[config.mk]
export PLATFORM = sky130hd
export DESIGN_NAME = mem_stage_sram_ctrl
export DESIGN_NICKNAME = d
export VERILOG_FILES = /design/src/rtl/mem_stage_sram_ctrl.sv
export SDC_FILE = /design/constraint.sdc
export NUM_CORES = 1
export LEC_CHECK = 0
export BUFFER_PORTS_ARGS = -buffer_cell sky130_fd_sc_hd__buf_2
export CORE_UTILIZATION = 30
export DETAILED_ROUTE_END_ITERATION = 7
export GPL_TIMING_DRIVEN = 0
export PLACE_DENSITY_LB_ADDON = 0.08
export SYNTH_ARGS = -nofsm -noshare
export SYNTH_HDL_FRONTEND = slang
export SYNTH_SLANG_ARGS = --single-unit
[constraint.sdc]
create_clock -name clk -period 6.1 [get_ports clk]
set_clock_uncertainty 0.05 [all_clocks]
set_input_delay 1.22 -clock clk [delete_from_list [all_inputs] [get_ports clk]]
set_output_delay 1.22 -clock clk [all_outputs]
set_load 0.005 [all_outputs]
[src/rtl/mem_stage_sram_ctrl.sv]
// mem_stage_sram_ctrl: MEM-stage controller that performs 32-bit loads and
// stores on a 16-bit asynchronous SRAM as two timed half-word phases.
//
// Ports:
//   clk, rst          clock, synchronous active-low reset
//   mem_r_en/mem_w_en load / store request (store wins if both are set)
//   alu_res, val_Rm   byte address, store data
//   ready             low while an access is in flight (pipeline freeze)
//   rd_data           load result, updated by loads only
//   addr_err          one-cycle pulse on a rejected access
//   sram_*            SRAM pad signals (address, data, output enables, strobes)
//
// Optional feature: define MEM_ADDR_CHECK_EN to reject accesses below
// BASE_ADDR or beyond the SRAM. When it is undefined, addresses wrap and
// addr_err stays 0.

module mem_stage_sram_ctrl #(
    parameter int SRAM_ADDR_W = 18,
    parameter int WAIT_CYCLES = 5,
    parameter int BASE_ADDR   = 1024
) (
    input  logic                   clk,
    input  logic                   rst,
    input  logic                   mem_r_en,
    input  logic                   mem_w_en,
    input  logic [31:0]            alu_res,
    input  logic [31:0]            val_Rm,
    output logic                   ready,
    output logic [31:0]            rd_data,
    output logic                   addr_err,
    output logic [SRAM_ADDR_W-1:0] sram_addr,
    output logic [15:0]            sram_dq_out,
    input  logic [15:0]            sram_dq_in,
    output logic                   sram_dq_oe,
    output logic                   sram_we_n,
    output logic                   sram_oe_n
);

    localparam int CW = (WAIT_CYCLES > 2) ? $clog2(WAIT_CYCLES) : 1;
    localparam logic [CW-1:0] LAST    = CW'(WAIT_CYCLES - 1);
    localparam logic [CW-1:0] LAST_WE = CW'(WAIT_CYCLES - 2);

    localparam logic [1:0] IDLE = 2'd0;
    localparam logic [1:0] LO   = 2'd1;
    localparam logic [1:0] HI   = 2'd2;
    localparam logic [1:0] DONE = 2'd3;

    logic [1:0]             state;
    logic [1:0]             state_nxt;
    logic [CW-1:0]          cnt;
    logic [CW-1:0]          cnt_nxt;
    logic                   is_store;
    logic                   store_nxt;
    logic                   phase_nxt;
    logic                   req;
    logic                   bad;
    logic [31:0]            off;
    logic [SRAM_ADDR_W-2:0] word;
    logic                   unused_bits;

    assign req   = mem_r_en | mem_w_en;
    assign ready = ~req | (state == DONE);

    assign off  = alu_res - 32'(BASE_ADDR);
    assign word = off[SRAM_ADDR_W:2];

    assign unused_bits = ^{off[31:SRAM_ADDR_W+1], off[1:0]};

`ifdef MEM_ADDR_CHECK_EN
    assign bad = (alu_res < 32'(BASE_ADDR)) ||
                 (off[31:SRAM_ADDR_W+1] != '0);
`else
    assign bad = 1'b0;
`endif

    always_comb begin
        state_nxt = state;
        cnt_nxt   = cnt;
        unique case (state)
            IDLE: begin
                if (req) begin
                    cnt_nxt   = '0;
                    state_nxt = bad ? DONE : LO;
                end
            end
            LO: begin
                if (cnt == LAST) begin
                    state_nxt = HI;
                    cnt_nxt   = '0;
                end else begin
                    cnt_nxt = cnt + 1'b1;
                end
            end
            HI: begin
                if (cnt == LAST) begin
                    state_nxt = DONE;
                    cnt_nxt   = '0;
                end else begin
                    cnt_nxt = cnt + 1'b1;
                end
            end
            default: begin
                state_nxt = IDLE;
                cnt_nxt   = '0;
            end
        endcase
    end

    // Pad controls are registered from the next state so they are clean
    // and stable for the whole phase.
    assign store_nxt = (state == IDLE) ? mem_w_en : is_store;
    assign phase_nxt = (state_nxt == LO) || (state_nxt == HI);

    always_ff @(posedge clk) begin
        if (!rst) begin
            state       <= IDLE;
            cnt         <= '0;
            is_store    <= 1'b0;
            rd_data     <= '0;
            sram_addr   <= '0;
            sram_dq_out <= '0;
            sram_dq_oe  <= 1'b0;
            sram_we_n   <= 1'b1;
            sram_oe_n   <= 1'b1;
        end else begin
            state <= state_nxt;
            cnt   <= cnt_nxt;
            if (state == IDLE && req) begin
                is_store <= mem_w_en;
            end
            sram_dq_oe <= phase_nxt && store_nxt;
            // Strobe releases one cycle before the phase ends so address
            // and data hold across its rising edge.
            sram_we_n  <= !(phase_nxt && store_nxt && cnt_nxt <= LAST_WE);
            sram_oe_n  <= !(phase_nxt && !store_nxt);
            if (state_nxt == LO && state != LO) begin
                sram_addr   <= {word, 1'b0};
                sram_dq_out <= val_Rm[15:0];
            end
            if (state_nxt == HI && state != HI) begin
                sram_addr   <= {word, 1'b1};
                sram_dq_out <= val_Rm[31:16];
            end
            if (state == LO && cnt == LAST && !is_store) begin
                rd_data[15:0] <= sram_dq_in;
            end
            if (state == HI && cnt == LAST && !is_store) begin
                rd_data[31:16] <= sram_dq_in;
            end
`ifdef MEM_ADDR_CHECK_EN
            if (state == IDLE && req && bad && !mem_w_en) begin
                rd_data <= '0;
            end
`endif
        end
    end

`ifdef MEM_ADDR_CHECK_EN
    always_ff @(posedge clk) begin
        if (!rst) begin
            addr_err <= 1'b0;
        end else begin
            addr_err <= (state == IDLE) && req && bad;
        end
    end
`else
    assign addr_err = 1'b0;
`endif

endmodule

==> impl_metrics.ini, run 1 <==
[synth]
yosysTopAreaCellShare_pct = 47.7
yosysWarnings = 0
ys_types = 38
synthFlopType = dfxtp_1
ys_seq_area_share_pct = 47.7
ys_ff_latch = 75
synth-async-reset-ratio_pct = 0
synth_area_leaders = dfxtp_1 (48%), nand2_1 (12%), a21oi_1 (7.8%)
avgSynthCellArea_um2 = 8.13
synth_commonest_cells = nand2_1 (100), dfxtp_1 (75), a21oi_1 (49)
synth_most_common_cell = nand2_1
netlist_instances = 387
syn_area_um2 = 3150
yosys.area.top_type = dfxtp_1
synth_fp_nets = 481
synth_edf_count = 0

[sta]
finalSetupTns_ps = 0
final-setup-viol-count = 0
final_min_period_over_clock_period_pct = 60.0
finalHoldViolCount = 0
max_slew_margin_pct = 60.1
final.min_clock_period_ps = 3660
slew_violations = 0
hold-worst-slack_ps = 405
setup_ws_ps = 2440
rsz0062_at_grt = no
max_freq_mhz = 273
max_slew.worst_pin.slew_ps = 599

[placed_design]
dp.cells = 661
dpl.hpwl_um = 7000
pre_cts_slack_ps = 2050
gp_congestion = 0.740
io_buffer_count = 138
postPlaceCellArea_um2 = 4010

[grt]
grt_max_degree = 14
grt_pass1_wl_um = 15300
track_usage_pct = 17.7
grt_remaining_overflow = 0
grt_pass1_vias = 3064
antenna_found_initial = 0

[setup_path]
cp.required_ps = 6300
path_class = in -> reg
crit_path_end_kind = register
r2r_setup_slack_ps = 2720
worst-endpoint-arrival_ps = 3860
critPathLaunchType = input port
r2r_end = sram_dq_out[6]
ff2ff_path_depth = 11
crit_fanout = 10
r2r-start = state[0]

[cts]
numClockSinks = 75
clk_pin_slew_worst_paths_ps = 90
clockBufferDepth = 2
cts-resized-gates = 0
cts_tree = yes
worstSkewPairLatency_ps = 340
hold_buffers = 0
root_buffer = clkbuf_8
numCtsBuffers = 9
ctsHtreeMaxLevel = 3
cts_setup_buffers = 0

[finish]
fin_cells = 677
nNetsFinal = 630
syn_to_final_growth_pct = 35.7
fin_area_um2 = 4270
n_antenna_cell = 0
drive_gt1_share_pct = 29.4
post-route-util_pct = 41.8

[floorplanning]
die_h_um = 104
core-area_um2 = 10200
die-area_um2 = 10900
die_x_um = 104
placementRows = 37
initial_core_util_pct = 30.8
design.portCount = 155

[min_path]
hold_path_class = reg -> reg
hold_end = rd_data[22]
hold_path_depth = 2
worstHoldStart = rd_data[22]

[power_and_ir_drop]
power_switching_mw = 0.299
report.power.total_mw = 1.21
vdd_ir_drop_max_mv = 0.0994
power_density_nw_per_um2 = 284
power_leakage_nw = 1.86
p_comb_share_pct = 14.0
power.internal_mw = 0.914
power.share.clock_pct = 41.5
seqPwrFrac_pct = 44.5
swShare_pct = 24.7

[job]
drv_cap = 0

[route]
routed_wl_um = 9370
routedWlPerCell_um = 13.8
drtIter0Drc = 113
dr_total_vias = 3256
drc = 0
ant_nets = 0
drt_first_pass_iters = 5
vias_per_cell = 4.81

[status]
status = completed
-- sequential cells by signal, indices dropped and copies added, names as in the netlist --
name / count
rd_data: 32
sram_addr: 18
sram_dq_out: 16
cnt: 3
state: 2
is_store: 1
sram_dq_oe: 1
sram_oe_n: 1
sram_we_n: 1
-- cells in the final DEF (no fill, tap or decap), types with 2 or more instances in the layout --
| master | count |
|---|---|
| buf_2 | 138 |
| nand2_1 | 100 |
| nor2b_1 | 2 |
| ha_1 | 10 |
| inv_1 | 8 |
| a21oi_1 | 49 |
| a22oi_1 | 2 |
| nand4b_1 | 2 |
| or3_2 | 3 |
| xnor2_1 | 2 |
| nand3_1 | 9 |
| nor2_1 | 4 |
| clkbuf_1 | 32 |
| a21o_1 | 2 |
| nand2b_1 | 3 |
| a211oi_1 | 3 |
| o31ai_1 | 4 |
| o21ai_0 | 12 |
| bufinv_16 | 4 |
| a311oi_1 | 21 |
| and4b_1 | 2 |
| nor3_1 | 25 |
| clkbuf_8 | 9 |
| dfxtp_1 | 75 |
| nor3b_1 | 2 |
-- metal layers --
| metal | vias up | share of wire, % | track usage (%) | wire (um) |
|---|---|---|---|---|
| met1 | 1494 | 44 | 21.1 | 4080 |
| met5 | - | 0 | 0 | 0 |
| met4 | 0 | 1.1 | 5.31 | 99 |
| met3 | 8 | 8.1 | 6.27 | 755 |
| met2 | 111 | 47 | 29.8 | 4430 |
| li1 | 1643 | - | - | - |
-- critical path, cell delays in order --
cell and delay (ps):
buf_2 130, nor3b_1 490, o22ai_1 240, a21o_1 230, ha_1 180, nand2b_1 70, clkbuf_1 410, nand2_1 270
clkbuf_1 320, a311oi_1 290
-- power groups by stage --
| stage | logic (mW) | clock network [mW] | registers (mW) |
|---|---|---|---|
| 2_1_floorplan | 0.0860 | 0 | 0.552 |
| 3_3_place_gp | 0.171 | 0 | 0.550 |
| 3_5_place_dp | 0.172 | 0 | 0.551 |
| 4_1_cts | 0.173 | 0.515 | 0.540 |
| 5_1_grt | 0.193 | 0.542 | 0.544 |
| 6_report | 0.170 | 0.503 | 0.540 |
-- kinds of logic (layout without fill, tap and decap cells) --
group | after synthesis | after routing | synth area share (%)
compound gates | 98 | 98 | 19.4
xor+xnor | 2 | 2 | 0.557
fa+ha+maj | 10 | 10 | 3.97
buf+inv | 41 | 195 | 5.01
flops | 75 | 75 | 47.7
mux | 1 | 1 | 0.318
other cells | 1 | 1 | 0.119
simple gates | 159 | 159 | 22.9
-- worst max-delay path by stage --
stage	from	endpoint	slack, ps	cells past startpoint
global placement	mem_w_en	sram_addr[12]	2110	10
global route	mem_w_en	sram_dq_out[7]	2270	10
CTS	mem_w_en	sram_dq_out[8]	2440	10
floorplan	mem_w_en	sram_addr[12]	2940	9
finish	mem_w_en	sram_dq_out[6]	2440	10
detailed placement	mem_w_en	sram_dq_out[6]	2050	10
-- area by class of cell --
class	instances	area [um2]
buffer	32	124
clock buffer	10	128
clock inverter	6	136
fill	1119	5960
inverter	9	33.8
multi-input combinational	271	1490
sequential	75	1500
tap	136	170
timing repair buffer	138	691
Power figures use the tool's default switching activity.
==> run 2: changes to the inputs <==
==> constraint.sdc (replaced) <==
create_clock -name clk -period 3.1 [get_ports clk]
set_clock_uncertainty 0.05 [all_clocks]
set_input_delay 0.62 -clock clk [delete_from_list [all_inputs] [get_ports clk]]
set_output_delay 0.62 -clock clk [all_outputs]
set_load 0.005 [all_outputs]
==> run 2 against run 1 <==
- critical path depth grew 1
- final cell count shrank 0.15%
- setup slack lost 2200 ps
- count of clock-buffer cells in the layout is the same
- first-iteration DRC count shrank 12%
- combinational power grew 98%
- sequential power grew 96%
- via count is essentially flat
- critical endpoint is now sram_dq_out[13]
- largest power group unchanged
- highest routed layer unchanged
==> impl_metrics.ini, run 2 (synthesis results as in run 1) <==
[setup_path]
r2r_setup_slack_ps = 280
critPathLaunchType = register
r2r_end = sram_dq_out[13]
path_class = reg -> reg
ff2ff_path_depth = 11
crit_fanout = 10
cp.required_ps = 3250
worst-endpoint-arrival_ps = 2970
crit_path_end_kind = register
r2r-start = state[0]

[finish]
n_antenna_cell = 0
top_regs = rd_data x32, sram_addr x18, sram_dq_out x16
largest_register = rd_data
nFillCells = 1120
syn_to_final_growth_pct = 36.2
nNetsFinal = 629
layout_commonest_cell = buf_2
largest_reg_flops = 32
layout_common_cells = buf_2 (138), nand2_1 (100), dfxtp_1 (75)
drive_gt1_share_pct = 31.3

[power_and_ir_drop]
power.share.clock_pct = 41.5
p_comb_share_pct = 14.1
swShare_pct = 24.7
seqPwrFrac_pct = 44.4
power_switching_mw = 0.590
power.internal_mw = 1.80
power_density_nw_per_um2 = 558
vdd_ir_drop_max_mv = 0.197
power_leakage_nw = 1.89

[sta]
finalHoldViolCount = 0
final.min_clock_period_ps = 2820
hold-worst-slack_ps = 405
max_slew_margin_pct = 59.8
max_slew.worst_pin.slew_ps = 603
max_freq_mhz = 355
setup_ws_ps = 279
slew_violations = 0
final-setup-viol-count = 0
final_min_period_over_clock_period_pct = 91.0

[grt]
grt_max_degree = 14
grt_pass1_vias = 3083
track_usage_pct = 17.8
grt_remaining_overflow = 0
grt_pass1_wl_um = 15400
antenna_found_initial = 0

[min_path]
hold_path_depth = 2
hold_end = rd_data[22]
hold_path_class = reg -> reg
worstHoldStart = rd_data[22]

[route]
dr_total_vias = 3254
vias_per_cell = 4.81
drtIter0Drc = 100
ant_nets = 0
drt_first_pass_iters = 5
drc = 0
routedWlPerCell_um = 13.9
routed_wl_um = 9390

[job]
drv_cap = 0

[floorplanning]
core-area_um2 = 10200
die_h_um = 104
die-area_um2 = 10900
initial_core_util_pct = 30.8
placementRows = 37
design.portCount = 155
die_x_um = 104

[cts]
clockBufferDepth = 2
clk_pin_slew_worst_paths_ps = 90
ctsHtreeMaxLevel = 3
cts_setup_buffers = 0
numClockSinks = 75
worstSkewPairLatency_ps = 340
cts_tree = yes
root_buffer = clkbuf_8
hold_buffers = 0
numCtsBuffers = 9
cts-resized-gates = 1

[placed_design]
io_buffer_count = 138
dpl.hpwl_um = 7000
pre_cts_slack_ps = -348
gp_congestion = 0.740

[status]
status = completed
run 2: changes by cell type in the layout (fill, tap and decap cells not counted):
cell	previous run	this run
nand2b_1	3	2
nor3b_1	2	1
clkbuf_2	0	8
clkbuf_1	32	23
nand2b_2	0	1
nor3b_2	0	1
run 2: cell type report:
type	instances	area [um2]	area share (%)
multi-input cells	271	1500	34.9
repair buffers	138	691	16.1
clock inverters	6	136	3.18
well taps	136	170	3.97
flip-flops and latches	75	1500	35.0
inverters	9	33.8	0.788
plain buffers	31	130	3.04
clock buffers	10	128	2.98
run 2: stage by stage:
step | total power [mW] | cells | setup TNS [ps] | area, um2 | util [%]
floorplan | 1.26 | 387 | 0 | 3150 | -
global placement | 1.42 | 661 | -5350 | 4010 | 39.2
detailed placement | 1.42 | 661 | -6210 | 4010 | 39.2
CTS | 2.42 | 676 | 0 | 4270 | 41.8
global route | 2.52 | 676 | -0.462 | 4290 | 41.9
finish | 2.39 | 676 | 0 | 4290 | 41.9
run 2: per-layer routing:
metal	up-vias	part of all wire [%]	track usage, %
met5	-	0	0
li1	1642	-	-
met1	1502	44	21.1
met4	0	1.1	5.31
met3	8	7.6	6.27
met2	102	47	30.1
run 2: worst max-delay path, cell delays in order, from the launching register on:
cell	delay, ps
dfxtp_1	360
inv_1	110
ha_1	250
nor3b_2	340
o22ai_1	190
a21oi_1	190
ha_1	190
nand2b_1	60
clkbuf_1	160
nand2_1	210
clkbuf_1	400
a311oi_1	150
run 2: how the worst max path moves through the flow:
stage	from	cells after the start	slack [ps]	endpoint
floorplan	state[0]	11	500	sram_addr[12]
global placement	mem_w_en	10	-290	sram_addr[12]
detailed placement	mem_w_en	10	-350	sram_dq_out[6]
CTS	state[0]	10	60	sram_dq_out[8]
global route	state[0]	11	-0.5	sram_dq_out[14]
finish	state[0]	11	280	sram_dq_out[13]
run 2: power groups by stage:
stage	registers (mW)	logic, mW	clock network [mW]
4_1_cts	1.06	0.339	1.01
5_1_grt	1.07	0.381	1.07
2_1_floorplan	1.09	0.169	0
3_3_place_gp	1.08	0.337	0
3_5_place_dp	1.08	0.339	0
6_report	1.06	0.337	0.991
==> run 3: changes to the inputs <==
==> constraint.sdc (replaced) <==
create_clock -name clk -period 3.15 [get_ports clk]
set_clock_uncertainty 0.05 [all_clocks]
set_input_delay 0.63 -clock clk [delete_from_list [all_inputs] [get_ports clk]]
set_output_delay 0.63 -clock clk [all_outputs]
set_load 0.005 [all_outputs]
==> run 3 against run 2 <==
- flip-flop and latch count unchanged
- highest routed layer unchanged
- hold slack got worse by 0.65 ps
- sequential share of layout area about the same
==> impl_metrics.ini, run 3 (synthesis results as in run 1) <==
[route]
dr_total_vias = 3247
drt_first_pass_iters = 5
routed_wl_um = 9400
routedWlPerCell_um = 13.9
vias_per_cell = 4.80
drtIter0Drc = 114
drc = 0
ant_nets = 0

[sta]
max_slew.worst_pin.slew_ps = 592
finalHoldViolCount = 0
setup_ws_ps = 262
final.min_clock_period_ps = 2890
hold-worst-slack_ps = 404
final-setup-viol-count = 0
max_slew_margin_pct = 60.5
max_freq_mhz = 346
final_min_period_over_clock_period_pct = 91.7
rsz0062_at_grt = no
slew_violations = 0

[status]
status = completed

[floorplanning]
die-area_um2 = 10900
placementRows = 37
die_h_um = 104
core-area_um2 = 10200
die_x_um = 104
initial_core_util_pct = 30.8
design.portCount = 155

[power_and_ir_drop]
power_density_nw_per_um2 = 550
seqPwrFrac_pct = 44.4
power.internal_mw = 1.77
power.share.clock_pct = 41.5
vdd_ir_drop_max_mv = 0.193
power_leakage_nw = 1.88
p_comb_share_pct = 14.1
swShare_pct = 24.8
power_switching_mw = 0.583

[cts]
numClockSinks = 75
numCtsBuffers = 9
cts_tree = yes
clockBufferDepth = 2
worstSkewPairLatency_ps = 340
ctsHtreeMaxLevel = 3
root_buffer = clkbuf_8
hold_buffers = 0
clk_pin_slew_worst_paths_ps = 90

[grt]
track_usage_pct = 17.8
grt_max_degree = 14
grt_pass1_vias = 3083
grt_remaining_overflow = 0
grt_pass1_wl_um = 15400
antenna_found_initial = 0

[min_path]
hold_path_class = reg -> reg
hold_path_depth = 2
hold_end = rd_data[22]
worstHoldStart = rd_data[22]

[placed_design]
dpl.hpwl_um = 7000
pre_cts_slack_ps = -308
io_buffer_count = 138
gp_congestion = 0.740

[setup_path]
ff2ff_path_depth = 11
r2r-start = state[0]
crit_start = state[0]
cp.required_ps = 3300
path_class = reg -> reg
cp_cell_sequence = inv_1, ha_1, nor3b_2, o22ai_1, a21oi_1, ha_1, nand2b_1, clkbuf_1, nand2_1, clkbuf_1, a311oi_1
crit_fanout = 10
cp_slowest_cell = clkbuf_1
critPathLaunchType = register
r2r_end = sram_dq_out[6]
worst-endpoint-arrival_ps = 3040
crit_path_end_kind = register
slowest_delay_ps = 450
r2r_setup_slack_ps = 260

[finish]
layout_common_cells = buf_2 (138), nand2_1 (100), dfxtp_1 (75)
largest_reg_flops = 32
layout_commonest_cell = buf_2
top_regs = rd_data x32, sram_addr x18, sram_dq_out x16
syn_to_final_growth_pct = 36.0
drive_gt1_share_pct = 30.6
largest_register = rd_data
nNetsFinal = 629
n_antenna_cell = 0

[job]
drv_cap = 0
## run 3: cell count changes in the layout (fill, tap and decap cells not counted)
cell and delta:
clkbuf_1 +4, clkbuf_2 -4
## run 3: metal layers
metal / share of wire [%] / GRT usage [%] / vias up / wire (um)
li1: - / - / 1644 / -
met1: 43 / 21.1 / 1489 / 4070
met2: 48 / 30.1 / 106 / 4490
met3: 7.9 / 6.27 / 8 / 738
met4: 1.1 / 5.31 / 0 / 99
met5: 0 / 0 / - / 0
## run 3: area by class of cell
| class | count | area [um2] |
|---|---|---|
| inverters | 9 | 33.8 |
| multi-input cells | 271 | 1500 |
| well taps | 136 | 170 |
| clock buffers | 10 | 128 |
| repair buffers | 138 | 691 |
| clock inverters | 6 | 136 |
| flip-flops and latches | 75 | 1500 |
| fillers | 1120 | 5950 |
| plain buffers | 31 | 125 |
## run 3: through the flow
step / TNS (ps) / area, um2 / instances / total power [mW] / utilization (%)
after floorplan: 0 / 3150 / 387 / 1.24 / -
after global placement: -4550 / 4010 / 661 / 1.40 / 39.2
after detailed placement: -5410 / 4010 / 661 / 1.40 / 39.2
after CTS: 0 / 4270 / 676 / 2.38 / 41.8
after global routing: 0 / 4280 / 676 / 2.48 / 41.8
final: 0 / 4280 / 676 / 2.35 / 41.8
## run 3: power by group through the flow
| stage | logic (mW) | clock network (mW) | registers [mW] |
|---|---|---|---|
| global route | 0.374 | 1.05 | 1.05 |
| finish | 0.331 | 0.977 | 1.05 |
| CTS | 0.334 | 0.998 | 1.05 |
| floorplan | 0.167 | 0 | 1.07 |
| global placement | 0.332 | 0 | 1.07 |
| detailed placement | 0.334 | 0 | 1.07 |
## run 3: what timing repair did
action                                 CTS  global route
endpoints found under the hold margin    0             0
pin swaps                                0             0
resized for setup                        1             9
setup buffers                            0             0
setup endpoints to repair               20            19
gates cloned                             0             0
## run 3: worst max-delay path: cells and delay by family, from the launching register on
kind	cells	cell delay [ps]
buffers and inverters	3	720
AND/OR/NAND/NOR	3	610
AO/OA/AOI/OAI	3	550
adder cells (fa/ha/maj)	2	440
flip-flops	1	360
## run 3: worst max path at each step
stage / slack (ps) / depth (start not counted) / to
2_1_floorplan: 550 / 11 / sram_addr[12]
3_3_place_gp: -250 / 10 / sram_addr[12]
3_5_place_dp: -310 / 10 / sram_dq_out[6]
4_1_cts: 110 / 10 / sram_dq_out[8]
5_1_grt: 6 / 11 / sram_dq_out[7]
6_report: 260 / 11 / sram_dq_out[6]
